File: config.mk
export PLATFORM = sky130hd
export DESIGN_NAME = transit_timer_flat
export DESIGN_NICKNAME = d
export VERILOG_FILES = /design/src/rtl/transit_timer_pkg.sv /design/src/rtl/transit_timer_if.sv /design/src/rtl/transit_timer_sensor_conditioner.sv /design/src/rtl/transit_timer.sv /design/src/flat_wrapper.sv
export SDC_FILE = /design/constraint.sdc
export NUM_CORES = 1
export LEC_CHECK = 0
export BUFFER_PORTS_ARGS = -buffer_cell sky130_fd_sc_hd__buf_2
export CAP_MARGIN = 25
export CORE_MARGIN = 4
export CORE_UTILIZATION = 40
export CTS_BUF_LIST = sky130_fd_sc_hd__clkbuf_4
export CTS_CLUSTER_SIZE = 20
export DETAILED_ROUTE_END_ITERATION = 16
export GPL_TIMING_DRIVEN = 0
export SYNTH_ARGS = -nofsm -noshare
export SYNTH_HDL_FRONTEND = slang
export SYNTH_SLANG_ARGS = --single-unit
export TNS_END_PERCENT = 10
File: constraint.sdc
create_clock -name clk -period 3.1 [get_ports clk]
set_input_delay 0.465 -clock clk [delete_from_list [all_inputs] [get_ports clk]]
set_output_delay 0.465 -clock clk [all_outputs]
set_load 0.01 [all_outputs]
File: src/rtl/transit_timer_pkg.sv
// Shared types and elaboration helpers for the transit timer.
// Holds the default result width, the FSM state encoding and the prescale calculation.
package transit_pkg;

    localparam int TIME_W_DEF = 19;

    typedef enum logic [1:0] {
        IDLE,
        TIMING,
        DONE
    } state_t;

    function automatic int calc_prescale(input int clk_hz, input int tick_hz);
        return clk_hz / tick_hz;
    endfunction

endpackage

File: src/rtl/transit_timer_if.sv
// Sensor inputs and measurement results of the transit timer, bundled as one port.
// The master side drives the raw sensors; the slave side (the timer) drives the results.
interface transit_timer_if #(
    parameter int TIME_W = transit_pkg::TIME_W_DEF
);

    logic              sensor1;
    logic              sensor2;
    logic [TIME_W-1:0] time_out;
    logic              time_valid;
    logic              busy;
    logic              timeout;
    logic              seq_err;

    modport master (
        output sensor1, sensor2,
        input  time_out, time_valid, busy, timeout, seq_err
    );

    modport slave (
        input  sensor1, sensor2,
        output time_out, time_valid, busy, timeout, seq_err
    );

endinterface

File: src/rtl/transit_timer_sensor_conditioner.sv
// Two-flop synchronizer, counting debouncer and rise detector for one track sensor.
// Fixed pipeline depth, so two instances keep the S1-to-S2 interval intact.
module sensor_conditioner #(
    parameter int DEBOUNCE_CYC = 1000
) (
    input  logic clk,
    input  logic rst_n,
    input  logic raw_in,
    output logic level,
    output logic rise
);

    localparam int               CNT_W    = (DEBOUNCE_CYC > 1) ? $clog2(DEBOUNCE_CYC) : 1;
    localparam logic [CNT_W-1:0] CNT_LAST = CNT_W'(DEBOUNCE_CYC - 1);

    logic             r_sync1;
    logic             r_sync2;
    logic             r_level;
    logic             r_level_d;
    logic [CNT_W-1:0] r_cnt;

    // NOTE: state registers use non-blocking assignments so every flop samples pre-edge values.
    always_ff @(posedge clk or negedge rst_n) begin
        if (!rst_n) begin
            r_sync1   <= 1'b0;
            r_sync2   <= 1'b0;
            r_level   <= 1'b0;
            r_level_d <= 1'b0;
            r_cnt     <= '0;
        end else begin
            r_sync1   <= raw_in;
            r_sync2   <= r_sync1;
            r_level_d <= r_level;
            // Counts consecutive samples that disagree with the accepted level.
            if (r_sync2 == r_level) begin
                r_cnt <= '0;
            end else if (r_cnt == CNT_LAST) begin
                r_level <= r_sync2;
                r_cnt   <= '0;
            end else begin
                r_cnt <= r_cnt + CNT_W'(1);
            end
        end
    end

    assign level = r_level;
    assign rise  = r_level & ~r_level_d;

endmodule

File: src/rtl/transit_timer.sv
// Measures the S1-to-S2 transit time in ticks of TICK_HZ, saturating into a timeout.
// Holds the measurement FSM, the clock prescaler and the tick counter.
module transit_timer
    import transit_pkg::*;
#(
    parameter int CLK_FREQ_HZ  = 50_000_000,
    parameter int TICK_HZ      = 1000,
    parameter int TIME_W       = TIME_W_DEF,
    parameter int DEBOUNCE_CYC = 1000
) (
    input  logic            clk,
    input  logic            rst_n,
    transit_timer_if.slave  bus
);

    localparam int PRESCALE = calc_prescale(CLK_FREQ_HZ, TICK_HZ);

    generate
        if (PRESCALE < 1) begin : g_bad_prescale
            $error("transit_timer: CLK_FREQ_HZ/TICK_HZ must be at least 1");
        end
    endgenerate

    localparam int                PRESC_W    = (PRESCALE > 1) ? $clog2(PRESCALE) : 1;
    localparam logic [PRESC_W-1:0] PRESC_LAST = PRESC_W'(PRESCALE - 1);
    localparam logic [TIME_W-1:0]  TICKS_MAX  = '1;

    logic w_s1_level, w_s1_rise;
    logic w_s2_level, w_s2_rise;
    logic w_unused;

    sensor_conditioner #(.DEBOUNCE_CYC(DEBOUNCE_CYC)) u_cond_s1 (
        .clk    (clk),
        .rst_n  (rst_n),
        .raw_in (bus.sensor1),
        .level  (w_s1_level),
        .rise   (w_s1_rise)
    );

    sensor_conditioner #(.DEBOUNCE_CYC(DEBOUNCE_CYC)) u_cond_s2 (
        .clk    (clk),
        .rst_n  (rst_n),
        .raw_in (bus.sensor2),
        .level  (w_s2_level),
        .rise   (w_s2_rise)
    );

    assign w_unused = w_s1_level ^ w_s2_level;

    state_t             r_state, w_state_next;
    logic [PRESC_W-1:0] r_presc;
    logic [TIME_W-1:0]  r_ticks;
    logic [TIME_W-1:0]  r_time_out;
    logic               r_time_valid, r_timeout, r_seq_err;
    logic               w_valid_next, w_timeout_next, w_seq_err_next;
    logic               w_wrap;
    logic [TIME_W-1:0]  w_ticks_inc;

    assign w_wrap      = (r_presc == PRESC_LAST);
    assign w_ticks_inc = r_ticks + TIME_W'(w_wrap);

    always_ff @(posedge clk or negedge rst_n) begin
        if (!rst_n) begin
            r_state <= IDLE;
        end else begin
            r_state <= w_state_next;
        end
    end

    // NOTE: every always_comb output gets a default first so no path infers a latch.
    always_comb begin
        w_state_next   = r_state;
        w_valid_next   = 1'b0;
        w_timeout_next = 1'b0;
        w_seq_err_next = 1'b0;
        case (r_state)
            IDLE: begin
                if (w_s1_rise) begin
                    w_state_next = TIMING;
                end else if (w_s2_rise) begin
                    w_seq_err_next = 1'b1;
                end
            end
            TIMING: begin
                if (r_ticks == TICKS_MAX) begin
                    w_timeout_next = 1'b1;
                    w_state_next   = IDLE;
                end else if (w_s2_rise) begin
                    w_state_next = DONE;
                end
            end
            DONE: begin
                w_valid_next = 1'b1;
                w_state_next = IDLE;
            end
            default: w_state_next = IDLE;
        endcase
    end

    // The tick counter doubles as the capture register: it freezes once TIMING is left.
    always_ff @(posedge clk or negedge rst_n) begin
        if (!rst_n) begin
            r_presc <= '0;
            r_ticks <= '0;
        end else if (r_state == IDLE && w_s1_rise) begin
            r_presc <= '0;
            r_ticks <= '0;
        end else if (r_state == TIMING && r_ticks != TICKS_MAX) begin
            r_presc <= w_wrap ? '0 : r_presc + PRESC_W'(1);
            r_ticks <= w_ticks_inc;
        end
    end

    always_ff @(posedge clk or negedge rst_n) begin
        if (!rst_n) begin
            r_time_out   <= '0;
            r_time_valid <= 1'b0;
            r_timeout    <= 1'b0;
            r_seq_err    <= 1'b0;
        end else begin
            r_time_valid <= w_valid_next;
            r_timeout    <= w_timeout_next;
            r_seq_err    <= w_seq_err_next;
            if (r_state == DONE) begin
                r_time_out <= r_ticks;
            end
        end
    end

    assign bus.time_out   = r_time_out;
    assign bus.time_valid = r_time_valid;
    assign bus.timeout    = r_timeout;
    assign bus.seq_err    = r_seq_err;
    assign bus.busy       = (r_state == TIMING);

endmodule
File: src/flat_wrapper.sv
// flat-port wrapper written by rule: the top's interface ports become plain ports
module transit_timer_flat import transit_pkg::*;
#(
    parameter int CLK_FREQ_HZ  = 50_000_000,
    parameter int TICK_HZ      = 1000,
    parameter int TIME_W       = TIME_W_DEF,
    parameter int DEBOUNCE_CYC = 1000
)
  (clk, rst_n, bus_sensor1, bus_sensor2, bus_time_out, bus_time_valid, bus_busy, bus_timeout, bus_seq_err);
  transit_timer_if #(.TIME_W(TIME_W)) bus_i ();
  input  logic clk;
  input  logic rst_n;
  input wire logic [$bits(bus_i.sensor1)-1:0] bus_sensor1;
  input wire logic [$bits(bus_i.sensor2)-1:0] bus_sensor2;
  output wire logic [$bits(bus_i.time_out)-1:0] bus_time_out;
  output wire logic [$bits(bus_i.time_valid)-1:0] bus_time_valid;
  output wire logic [$bits(bus_i.busy)-1:0] bus_busy;
  output wire logic [$bits(bus_i.timeout)-1:0] bus_timeout;
  output wire logic [$bits(bus_i.seq_err)-1:0] bus_seq_err;
  assign bus_i.sensor1 = bus_sensor1;
  assign bus_i.sensor2 = bus_sensor2;
  assign bus_time_out = bus_i.time_out;
  assign bus_time_valid = bus_i.time_valid;
  assign bus_busy = bus_i.busy;
  assign bus_timeout = bus_i.timeout;
  assign bus_seq_err = bus_i.seq_err;
  transit_timer #(.CLK_FREQ_HZ(CLK_FREQ_HZ), .TICK_HZ(TICK_HZ), .TIME_W(TIME_W), .DEBOUNCE_CYC(DEBOUNCE_CYC)) u_core (.clk(clk), .rst_n(rst_n), .bus(bus_i));
endmodule
==> results of run 1 <==
## how the worst min path moves through the flow
stage / start / endpoint / slack (ps) / cells after the start
final: bus_sensor1 / u_core.u_cond_s1.r_sync1 / 130 / 1
after detailed placement: u_core.u_cond_s2.r_sync1 / u_core.u_cond_s2.r_sync2 / 330 / 0
after global placement: u_core.u_cond_s2.r_sync1 / u_core.u_cond_s2.r_sync2 / 340 / 0
after floorplan: rst_n / u_core.bus.seq_err / 170 / 0
after CTS: bus_sensor1 / u_core.u_cond_s1.r_sync1 / 110 / 1
after global routing: bus_sensor1 / u_core.u_cond_s1.r_sync1 / 110 / 1
## cells by family after synthesis
family,Yosys count,synth area share [%]
flops,87,53.9
xor+xnor,24,5.20
buf+inv,18,2.11
simple gates,157,20.4
fa+ha+maj,5,1.55
compound gates,59,9.98
mux,25,6.85
## layout make-up
cell class / count / area (um^2)
inverter: 7 / 31.3
fill: 948 / 5140
multi-input combinational: 270 / 1830
clock inverter: 6 / 83.8
clock buffer: 10 / 75.1
sequential: 87 / 2180
buffer: 11 / 53.8
timing repair buffer: 39 / 250
tap: 133 / 166
## state kept, by name, indices dropped and copies added, names as in the netlist
register and cells:
u_core.u_cond_s1.r_sync1 1, u_core.u_cond_s2.r_cnt 10, u_core.r_ticks 19, u_core.r_state 2
u_core.u_cond_s1.r_cnt 10, u_core.bus.timeout 1, u_core.bus.time_valid 1, u_core.u_cond_s2.r_sync2 1
u_core.u_cond_s1.r_sync2 1, u_core.u_cond_s1.level 1, u_core.bus.seq_err 1, u_core.u_cond_s1.r_level_d 1
u_core.u_cond_s2.r_level_d 1, u_core.r_presc 16, u_core.u_cond_s2.level 1, u_core.u_cond_s2.r_sync1 1
u_core.bus.time_out 19
## per-stage QoR
stage | hold slack [ps] | instance area (um^2) | utilization (%)
4_1_cts | 109 | 4570 | 46.5
3_5_place_dp | 335 | 4370 | 44.5
6_report | 129 | 4680 | 47.6
2_1_floorplan | 169 | 4040 | -
5_1_grt | 112 | 4680 | 47.6
3_3_place_gp | 336 | 4340 | 44.2
## synth_stat cells, types with 3 or more instances
cell type | n | area share (%)
nor3_1 | 4 | 0.50
xor2_1 | 12 | 2.6
o211ai_1 | 9 | 1.7
o31ai_1 | 4 | 0.74
and3_1 | 11 | 1.7
mux2_2 | 21 | 5.9
nor2_1 | 40 | 3.7
a21oi_1 | 18 | 2.2
nand2_1 | 40 | 3.7
mux2i_1 | 4 | 0.99
o21ai_1 | 3 | 0.37
dfrtp_1 | 87 | 54
nand4_1 | 12 | 1.9
o21ai_0 | 10 | 1.2
buf_2 | 4 | 0.50
and4_1 | 3 | 0.65
inv_1 | 6 | 0.56
a31oi_1 | 3 | 0.46
or4_1 | 5 | 0.93
clkbuf_1 | 5 | 0.46
nand3_1 | 17 | 2.1
or3_1 | 7 | 1.1
ha_1 | 5 | 1.5
xnor2_1 | 12 | 2.6
nand2b_1 | 4 | 0.62
## critical path: stages, from the launching register on
cell and delay [ps]:
dfrtp_2 470, or4_4 540, nor4_4 330, nand2b_1 120, buf_6 150, clkinv_4 50, ha_4 150, ha_4 130
nand4_1 150, a211o_4 380, or3_1 310, a21oi_1 140
## per-layer routing
| metal | wire [um] | part of all wire, % | up-vias |
|---|---|---|---|
| li1 | - | - | 1449 |
| met1 | 3920 | 47 | 1469 |
| met2 | 4020 | 49 | 42 |
| met3 | 264 | 3.2 | 7 |
| met4 | 65 | 0.79 | 0 |
| met5 | 0 | 0 | - |
## where the power goes
part / internal (mW) / switching (mW)
Combinational: 0.0134 / 0.0309
Sequential: 1.14 / 0.00560
Clock: 0.334 / 0.385
## what timing repair did
item,in CTS,in global routing
endpoints found under the setup margin,4,8
buffers inserted,3,8
hold endpoints to repair,14,0
pin swaps,2,7
resized for setup,5,14
hold buffers,1,0
==> results.py, run 1 <==
metrics = {
    "run_status": {
        "outcome": "finished, final reports clean",
    },
    "layout": {
        "layout-drive-gt1-share_pct": 23.5,
        "nets": 434,
        "final_common_cell": "dfrtp_1",
        "final_cell_mix": "dfrtp_1, nand2_1, nor2_1",
        "area_growth_pct": 15.8,
        "diodes": 0,
        "layout.cells.non_filler": 563,
    },
    "yosys": {
        "syn-num-nets": 384,
        "syn_avg_cell_area_um2": 10.8,
        "netlist_area_mm2": 0.00404,
        "ys.flop_type": "dfrtp_1",
        "ys_types": 49,
        "synth_edf_count": 0,
        "async_flop_share_pct": 100,
        "ys_ff_latch": 87,
        "ys_seq_area_share_pct": 53.9,
        "yosys_warnings": 0,
        "syn_inst": 375,
    },
    "critical_path": {
        "critPathLaunchType": "flip-flop",
        "worstPathArrival_ps": 3350,
        "crit_end": "u_core.r_ticks[14]",
        "rrSetupSlack_ps": 100,
        "worst_r2r_endpoint": "u_core.r_ticks[14]",
        "cp-startpoint": "u_core.r_presc[4]",
        "critPathRequiredTime_ps": 3450,
        "crit_path_end_kind": "flip-flop",
        "cp_max_fo": 6,
        "worstReg2RegStart": "u_core.r_presc[4]",
        "crit_type": "flip-flop to flip-flop",
        "reg2regPathDepth": 11,
    },
    "route": {
        "first_pass_iters": 4,
        "drt_iter0_drc": 195,
        "vias": 2967,
        "ant_nets": 0,
        "wl_per_cell_um": 14.7,
        "wl_um": 8270,
        "remaining_drc_errors": 0,
        "viasPerCell": 5.27,
    },
    "power": {
        "leakagePower_nw": 2.15,
        "power.density_mw_per_mm2": 409,
        "vdd_drop_max_mv": 0.236,
        "power_mw": 1.91,
    },
    "sta": {
        "slew_violations": 0,
        "final.setup.tns_ps": 0,
        "fin_crit_ps": 3000,
        "relSlewSlack_pct": 57.0,
        "hold_violations": 0,
        "clock_skew_ps": 14.4,
        "setup_ws_ps": 96.7,
        "max_freq_ghz": 0.333,
        "worst_pin_slew_ps": 645,
        "period_share_pct": 96.9,
        "setup_viol_count_final": 0,
    },
    "grt": {
        "grt_overflow": 0,
        "met2_usage_pct": 23.4,
        "grt_util_met3_pct": 3.28,
        "grt_pass1_vias": 2979,
        "grt_most_used_layer": "met2",
        "grt_use_met1_pct": 20.9,
        "grt_max_degree": 50,
        "grt_usage_pct": 15.0,
        "grt_pass1_wl_um": 14300,
        "antenna_found_initial": 0,
    },
    "clock_tree": {
        "cts_tree": "yes",
        "cts_buffers": 9,
        "cts.sinks": 87,
        "clk_path_buf_depth": 2,
        "cts_root_buf": "clkbuf_4",
        "clk_pin_slew_ps": 140,
        "clock_latency_ps": 430,
        "cts-htree-levels": 3,
    },
    "placed_design": {
        "dp_hpwl_um": 5590,
        "portBuffers": 26,
        "pre_cts_slack_ps": -113,
        "placed_cells": 535,
        "gp_congestion": 0.782,
    },
    "die": {
        "dieWidth_um": 108,
        "fp-row-count": 36,
        "die_h_um": 108,
        "num_io_pins": 27,
        "die-area_mm2": 0.0118,
        "coreArea_mm2": 0.00982,
        "start_util_pct": 41.1,
    },
    "hold_path": {
        "hp-class": "primary input to flip-flop",
    },
    "job": {
        "drv_cap": 0,
    },
}
(Power assumes the default switching activity.)
==> run 2: changes to the inputs <==
--- a/config.mk
+++ b/config.mk
@@ -5,11 +5,11 @@
 export SDC_FILE = /design/constraint.sdc
 export NUM_CORES = 1
 export LEC_CHECK = 0
+export ABC_CLOCK_PERIOD_IN_PS = 3100
 export BUFFER_PORTS_ARGS = -buffer_cell sky130_fd_sc_hd__buf_2
 export CAP_MARGIN = 25
 export CORE_MARGIN = 4
 export CORE_UTILIZATION = 40
-export CTS_BUF_LIST = sky130_fd_sc_hd__clkbuf_4
 export CTS_CLUSTER_SIZE = 20
 export DETAILED_ROUTE_END_ITERATION = 16
 export GPL_TIMING_DRIVEN = 0
==> run 2 against run 1 <==
Hold slack got worse by 56 ps. Combinational power decreased by 3%. Clock skew decreased by 9.3 ps. Setup slack got worse by 50 ps. Sequential share of layout area decreased by 0.91 points. Utilization increased by 0.94 points. Critical path type unchanged. Clock-buffer cell count increased by 2. Largest cell class unchanged.
==> results.py, run 2 (same netlist as run 1, synthesis figures left out) <==
metrics = {
    "run_status": {
        "outcome": "finished, final reports clean",
    },
    "hold_path": {
        "hp-class": "primary input to asynchronous set/reset pin",
    },
    "job": {
        "drv_cap": 0,
    },
    "grt": {
        "grt_overflow": 0,
        "grt_pass1_vias": 2984,
        "grt_pass1_wl_um": 14300,
        "grt_max_degree": 50,
        "antenna_found_initial": 0,
        "grt_usage_pct": 15.1,
    },
    "power": {
        "power.density_mw_per_mm2": 439,
        "leakagePower_nw": 2.18,
        "vdd_drop_max_mv": 0.262,
    },
    "sta": {
        "worst_pin_slew_ps": 649,
        "final.setup.tns_ps": 0,
        "clock_skew_ps": 5.09,
        "slew_violations": 0,
        "relSlewSlack_pct": 56.4,
        "fin_crit_ps": 3050,
        "hold_violations": 0,
        "setup_ws_ps": 46.2,
        "period_share_pct": 98.5,
        "setup_viol_count_final": 0,
        "max_freq_ghz": 0.327,
    },
    "route": {
        "wl_per_cell_um": 15.0,
        "first_pass_iters": 4,
        "wl_um": 8450,
        "remaining_drc_errors": 0,
        "ant_nets": 0,
        "vias": 3033,
        "viasPerCell": 5.38,
        "drt_iter0_drc": 169,
    },
    "layout": {
        "layout-drive-gt1-share_pct": 24.6,
        "diodes": 0,
        "final_common_cell": "dfrtp_1",
        "final_cell_mix": "dfrtp_1, nand2_1, nor2_1",
        "nets": 435,
        "area_growth_pct": 18.1,
    },
    "placed_design": {
        "gp_congestion": 0.782,
        "dp_hpwl_um": 5590,
        "pre_cts_slack_ps": -113,
        "portBuffers": 26,
    },
    "clock_tree": {
        "cts_root_buf": "clkbuf_8",
        "clock_latency_ps": 350,
        "holdBufCountCts": 0,
        "cts.sinks": 87,
        "cts_tree": "yes",
        "clk_pin_slew_ps": 90,
        "cts_buffers": 9,
        "cts-htree-levels": 3,
        "clk_path_buf_depth": 2,
    },
    "critical_path": {
        "critPathRequiredTime_ps": 3310,
        "crit_type": "flip-flop to flip-flop",
        "critPathLaunchType": "flip-flop",
        "worstReg2RegStart": "u_core.r_presc[4]",
        "cp_max_fo": 6,
        "rrSetupSlack_ps": 50,
        "cp-startpoint": "u_core.r_presc[4]",
        "crit_path_end_kind": "flip-flop",
        "worstPathArrival_ps": 3270,
    },
    "die": {
        "fp-row-count": 36,
        "die-area_mm2": 0.0118,
        "dieWidth_um": 108,
        "start_util_pct": 41.1,
        "num_io_pins": 27,
        "die_h_um": 108,
        "coreArea_mm2": 0.00982,
    },
}
## run 2: worst max-delay path: stages, from the launching register on
cell      delay (ps)
dfrtp_2          450
or4_4            540
nor4_4           330
nand2b_1         130
buf_6            150
clkinv_4          60
ha_4             150
ha_4             130
nand4_1          190
buf_4            210
a211o_2          350
o21ai_1          160
a21oi_2           70
## run 2: worst paths after layout
path                                                  end  cells after the start
worst max-delay path                   u_core.r_ticks[14]                     12
worst min-delay path            u_core.u_cond_s1.r_cnt[7]                      1
worst max register to register         u_core.r_ticks[14]                     12
worst min register to register   u_core.u_cond_s2.r_sync2                      0
max in group asynchronous               u_core.r_presc[4]                      2
min in group clk                 u_core.u_cond_s1.r_sync1                      1
## run 2: power breakdown
part / leakage, nW / internal [mW] / switching (mW)
clock network: 0.113 / 0.502 / 0.402
logic: 0.874 / 0.0125 / 0.0306
registers: 1.19 / 1.14 / 0.00545
total: 2.18 / 1.66 / 0.438
## run 2: layout make-up
type	instances	area (um^2)
fillers	938	5050
flip-flops and latches	87	2180
multi-input cells	271	1850
repair buffers	39	250
well taps	133	166
clock buffers	12	155
clock inverters	4	76.3
plain buffers	11	53.8
inverters	7	31.3
## run 2: timing repair
| item | 4_1_cts | 5_1_grt |
|---|---|---|
| endpoints found under the setup margin | 4 | 9 |
| buffers inserted | 4 | 8 |
| gates cloned | 0 | 1 |
| resized for setup | 4 | 17 |
| pin swaps | 2 | 8 |
## run 2: per-stage QoR
step / power, mW / cells / utilization (%) / cell area (um^2) / hold slack (ps)
after floorplan: 1.18 / 375 / - / 4040 / 169
after global placement: 1.21 / 534 / 44.2 / 4340 / 336
after detailed placement: 1.22 / 535 / 44.5 / 4370 / 335
after CTS: 2.12 / 555 / 47.2 / 4640 / 78.4
after global routing: 2.18 / 564 / 48.6 / 4770 / 98.9
final: 2.09 / 564 / 48.6 / 4770 / 73.3
## run 2: routing by layer
layer | vias to the layer above | global-route usage (%) | part of all wire [%]
li1 | 1455 | - | -
met2 | 47 | 23.3 | 49
met5 | - | 0 | 0
met1 | 1520 | 21.2 | 46
met3 | 11 | 2.63 | 3.4
met4 | 0 | 6.13 | 1.4
